### config.mk
export PLATFORM = sky130hd
export DESIGN_NAME = unpack_gearbox
export DESIGN_NICKNAME = d
export VERILOG_FILES = /design/src/rtl/kyber_pkg.sv /design/src/rtl/frame_counter.sv /design/src/rtl/unpack_gearbox.sv
export SDC_FILE = /design/constraint.sdc
export NUM_CORES = 1
export LEC_CHECK = 0
export CORE_ASPECT_RATIO = 1.2
export CORE_MARGIN = 8
export CORE_UTILIZATION = 59
export DETAILED_ROUTE_END_ITERATION = 8
export GPL_TIMING_DRIVEN = 0
export PLACE_DENSITY = 0.95
export SLEW_MARGIN = 20
export SYNTH_ARGS = -nofsm -noshare
export SYNTH_HDL_FRONTEND = slang
export SYNTH_HIERARCHICAL = 1
export SYNTH_SLANG_ARGS = --single-unit
### constraint.sdc
create_clock -name i_clk -period 6.6 [get_ports i_clk]
set_input_delay 0.99 -clock i_clk [delete_from_list [all_inputs] [get_ports i_clk]]
set_output_delay 0.99 -clock i_clk [all_outputs]
set_load 0.05 [all_outputs]
### src/rtl/kyber_pkg.sv
// Shared Kyber load-path constants.
// Sizing for the AXI-to-coefficient gearboxes.
package kyber_pkg;

   localparam int KYBER_N      = 256;
   localparam int KYBER_Q_BITS = 12;
   localparam int AXI_DATA_W   = 32;

   localparam int BUF_W  = AXI_DATA_W + KYBER_Q_BITS - 1;
   localparam int FILL_W = $clog2(BUF_W + 1);

endpackage

### src/rtl/frame_counter.sv
// Coefficient position within a frame.
// Wraps to zero on the step that leaves the last position.
module frame_counter #(
   parameter int FRAME_COEFFS = 256,
   localparam int CW = (FRAME_COEFFS > 1) ? $clog2(FRAME_COEFFS) : 1
) (
   input  logic          i_clk,
   input  logic          i_reset_n,
   input  logic          i_step,
   output logic [CW-1:0] o_count,
   output logic          o_last
);

   localparam logic [CW-1:0] LAST_IDX = CW'(FRAME_COEFFS - 1);

   assign o_last = (o_count == LAST_IDX);

   always_ff @(posedge i_clk) begin
      if (!i_reset_n) begin
         o_count <= '0;
      end else if (i_step) begin
         if (o_last) o_count <= '0;
         else        o_count <= o_count + 1'b1;
      end
   end

endmodule

### src/rtl/unpack_gearbox.sv
// Splits wide input words into narrow coefficients, LSB first.
// Frames end after FRAME_COEFFS coefficients; residual bits are dropped.
module unpack_gearbox
   import kyber_pkg::*;
#(
   parameter int INPUT_WIDTH  = AXI_DATA_W,
   parameter int OUTPUT_WIDTH = KYBER_Q_BITS,
   parameter int FRAME_COEFFS = KYBER_N
) (
   input  logic                    i_clk,
   input  logic                    i_reset_n,
   input  logic [INPUT_WIDTH-1:0]  i_data,
   input  logic                    i_data_valid,
   output logic                    o_data_ready,
   output logic [OUTPUT_WIDTH-1:0] o_coeff,
   output logic                    o_coeff_valid,
   input  logic                    i_coeff_ready,
   output logic                    o_coeff_last
);

   localparam int BW = INPUT_WIDTH + OUTPUT_WIDTH - 1;
   localparam int FW = $clog2(BW + 1);
   localparam int CW = (FRAME_COEFFS > 1) ? $clog2(FRAME_COEFFS) : 1;

   localparam logic [FW-1:0] OW_F = FW'(OUTPUT_WIDTH);
   localparam logic [FW-1:0] IW_F = FW'(INPUT_WIDTH);
   localparam logic [BW-1:0] WMASK = BW'({INPUT_WIDTH{1'b1}});

   logic [BW-1:0] bits_q;
   logic [FW-1:0] fill;
   logic [CW-1:0] cnt;
   logic          cnt_last;
   logic          accept;
   logic          emit;
   logic [BW-1:0] word_sh;
   logic [BW-1:0] mask_sh;

   assign o_data_ready  = i_reset_n && (fill < OW_F);
   assign o_coeff_valid = (fill >= OW_F);
   assign o_coeff       = bits_q[OUTPUT_WIDTH-1:0];
   assign o_coeff_last  = o_coeff_valid && cnt_last;

   assign accept = i_data_valid && o_data_ready;
   assign emit   = o_coeff_valid && i_coeff_ready;

   // Place the new word directly above the bits still held.
   assign word_sh = BW'(i_data) << fill;
   assign mask_sh = WMASK << fill;

   always_ff @(posedge i_clk) begin
      if (!i_reset_n) begin
         bits_q <= '0;
         fill   <= '0;
      end else if (emit && o_coeff_last) begin
         bits_q <= '0;
         fill   <= '0;
      end else if (emit) begin
         bits_q <= bits_q >> OUTPUT_WIDTH;
         fill   <= fill - OW_F;
      end else if (accept) begin
         bits_q <= (bits_q & ~mask_sh) | word_sh;
         fill   <= fill + IW_F;
      end
   end

   frame_counter #(
      .FRAME_COEFFS(FRAME_COEFFS)
   ) u_cnt (
      .i_clk     (i_clk),
      .i_reset_n (i_reset_n),
      .i_step    (emit),
      .o_count   (cnt),
      .o_last    (cnt_last)
   );

endmodule

==> run metrics <==
antenna violation net count after detailed routing 0; CP Capture Type primary output; prevailing post-synth register cell dfxtp_1; dominant cell type by area after synthesis dfxtp_1; n_diodes 0; Cell variety after synth 66; Crit Path Category input pin to primary output; hold path start bits_q[1]; TritonCTS clock tree built; Worst path slowest cell clkdlybuf4s50_1; post-synthesis net count roughly 430; Max VDD drop ~180 µV; postcts setup bufs 0; Worst Max-Slew Pin Slew 0.8999 ns; Hold Crit Class flip-flop to flip-flop; I/O Pins 51; status finished clean; Post-synth ARST share 0%; DRC 0; worst hold path depth 2; r2r startpoint fill[2]; overall global routing resource usage roughly 28%; Routed WL ~12000 µm; hold_buf cts 0; Hold Vio Cnt, Final 0; via density per instance just under 7; Post-synth EDFFs 0; area of the multi-input gates 0.002047 mm²; CP Launch Point i_reset_n; Die Span Y around 100 µm; H-tree depth 2; number of port buffers 50; type of element launching the critical path input pin; share of post-route cells with drive strength above 1 between 10% and 20%; placed wire-length estimate 8539 µm; Hold EP bits_q[1]; pins over their slew limit 0; r2r endpoint u_cnt/o_count[7]; # setup viols final 0; CTS clock-pin slew for the worst setup and hold paths 0.10 ns; Total Nets Final a little under 500; CP max FO 17; Final min period between 3 and 4 ns; Sink Count 55; Synth top cells by count 55 x dfxtp_1, 38 x nand2_1, 29 x nor2_1; Yosys reg bits 55; period utilisation layout approximately three fifths; Max Clk Rate ~0.26 GHz; Worst Clk Skew roughly 0.0085 ns; starting density of the core between 60% and 70%; largest net degree at the start of global routing 18; pwr/cell area about 330 mW/mm²; Synth Area in XOR/XNOR 1.286%; leak pwr about 1.5 nW; Core Area between 0.005 and 0.006 mm²; top cells by area, synth dfxtp_1 32%, mux2i_1 6.2%, nand2_1 4.2%, mux4_2 4.0%, mux2_2 3.6%; FILL cells between 400 and 500; adder-cell share of the synthesized area roughly 2.2%; global-route wire length before repair around 18000 µm; sequential area share after synthesis around a third; Slew headroom between 40% and 50%; synthesized area per cell slightly below 9 µm²; drt pass-1 iters 5; routability congestion estimate 1.008; unrepaired setup endpoints after global routing no; P&R area growth vs syn 20.62%; R2R setup slack approximately 4.0 ns; Req. time, crit path between 5 and 6 ns; post-route cell area approximately 0.0041 mm²; post-synthesis cell count ~390; FF+latch area around 0.0011 mm²; Post-DP Area approximately 0.004 mm²; Critical Path Most Common Cell clkdlybuf4s50_1; via count ~3500; compound-gate portion of the synthesized area 24.37%; initial antenna violation count 0; clk buf depth 2; largest family of logic cells by synthesized area compound AO/OA/AOI/OAI gates; CP Data Arrival Time 2.85 ns; post-CTS resize count 0; Die Wd between 80 and 90 µm; mux cell area share after synthesis around 14%; Max stage delay on crit path around 0.84 ns; num rows 30; setup TNS 0 ns; Synth top area share around 32%; full die area roughly 0.0085 mm²; Worst-Skew Late Latency about 0.31 ns; Post-Synth Simple-Gate Area 18.49%; Num CTS Buffers 5; vias in the first global route about 3400; critical-path cell list clkdlybuf4s50_1 -> and2_1 -> clkdlybuf4s50_1; drt wl/cell approximately 23 µm; grt ovf 0; Starting DRT DRC Count roughly 440; FF-to-FF path depth 7; most frequent cell after synthesis dfxtp_1; Clock Root Buffer clkbuf_8; yosys warns 6; Max-Cap Viols 0; mapped cell area 0.003405 mm²
per-layer routing:
layer | share of wire, % | GRT usage, % | up-vias
met5 | 0 | 0 | -
met3 | 9.8 | 5.941 | 51
met4 | 6.0 | 17.03 | 0
li1 | - | - | 1564
met2 | 46 | 44.34 | 244
met1 | 38 | 33.46 | 1637
sequential cells by signal, summed over array words and instances, names as in the netlist, named ones only:
name	count
bits_q	39
fill	4
u_cnt/o_count	8
through the flow:
stage                     total power [W]  std cells  util [%]  setup slack, ns  hold WS, ns
after global routing             0.001423        513     72.93            2.729       0.4817
after detailed placement         0.001117        505     70.78            2.801       0.4485
after floorplan                 0.0008969        391         -            4.124       0.4244
after CTS                        0.001351        513     72.93            2.794       0.4609
after global placement           0.001104        505     70.78            2.829       0.4393
final                            0.001370        513     72.93            2.765       0.4595
worst max-delay path, delay by kind of cell:
kind                   cells  cell delay [ns]
buffers and inverters      2             1.64
and+or+nand+nor            1             0.21
how the worst max path moves through the flow:
| stage | cells after the start | to | slack, ns |
|---|---|---|---|
| final | 3 | o_data_ready | 2.76 |
| after global routing | 3 | o_data_ready | 2.73 |
| after CTS | 3 | o_data_ready | 2.79 |
| after detailed placement | 3 | o_data_ready | 2.80 |
| after global placement | 3 | o_data_ready | 2.83 |
| after floorplan | 4 | o_coeff_last | 4.12 |
power breakdown:
| part | switching (W) | internal [W] |
|---|---|---|
| logic | 0.000435 | 0.000256 |
| clock network | 0.000115 | 0.000125 |
| registers | 0.0000444 | 0.000394 |
cell families (layout without fill, tap and decap cells):
group	count (synthesis)	count (layout)
fa+ha+maj	6	6
xor+xnor	5	5
compound gates	117	117
buf+inv	45	103
simple gates	125	125
mux	38	38
flops	55	55
layout make-up:
type / instances / area share, %
sequential: 55 / 26.81
timing repair buffer: 50 / 12.19
multi-input combinational: 291 / 49.85
tap: 64 / 1.950
clock inverter: 2 / 0.9445
clock buffer: 6 / 2.011
buffer: 38 / 5.606
inverter: 7 / 0.6399
cell usage in the layout (no fill, tap or decap), types with 4 or more instances in the layout:
cell / netlist / final
buf_4: 15 / 15
mux2i_1: 21 / 21
a31oi_1: 6 / 6
a211oi_1: 11 / 11
mux4_2: 6 / 6
o21ai_0: 24 / 24
o22ai_1: 10 / 10
a21oi_1: 20 / 20
nor2b_1: 5 / 5
a2bb2oi_1: 4 / 4
ha_1: 6 / 6
a22oi_1: 4 / 4
nor2_1: 29 / 29
dfxtp_1: 55 / 55
a32oi_1: 5 / 5
nand3b_1: 4 / 4
clkbuf_1: 6 / 6
nand3_1: 13 / 13
clkdlybuf4s50_1: 0 / 50
and2_1: 7 / 7
mux2_2: 11 / 11
nor3_1: 7 / 7
clkbuf_8: 0 / 6
buf_2: 12 / 12
nand2_1: 38 / 38
No activity file was read; power rests on OpenSTA's default activity.
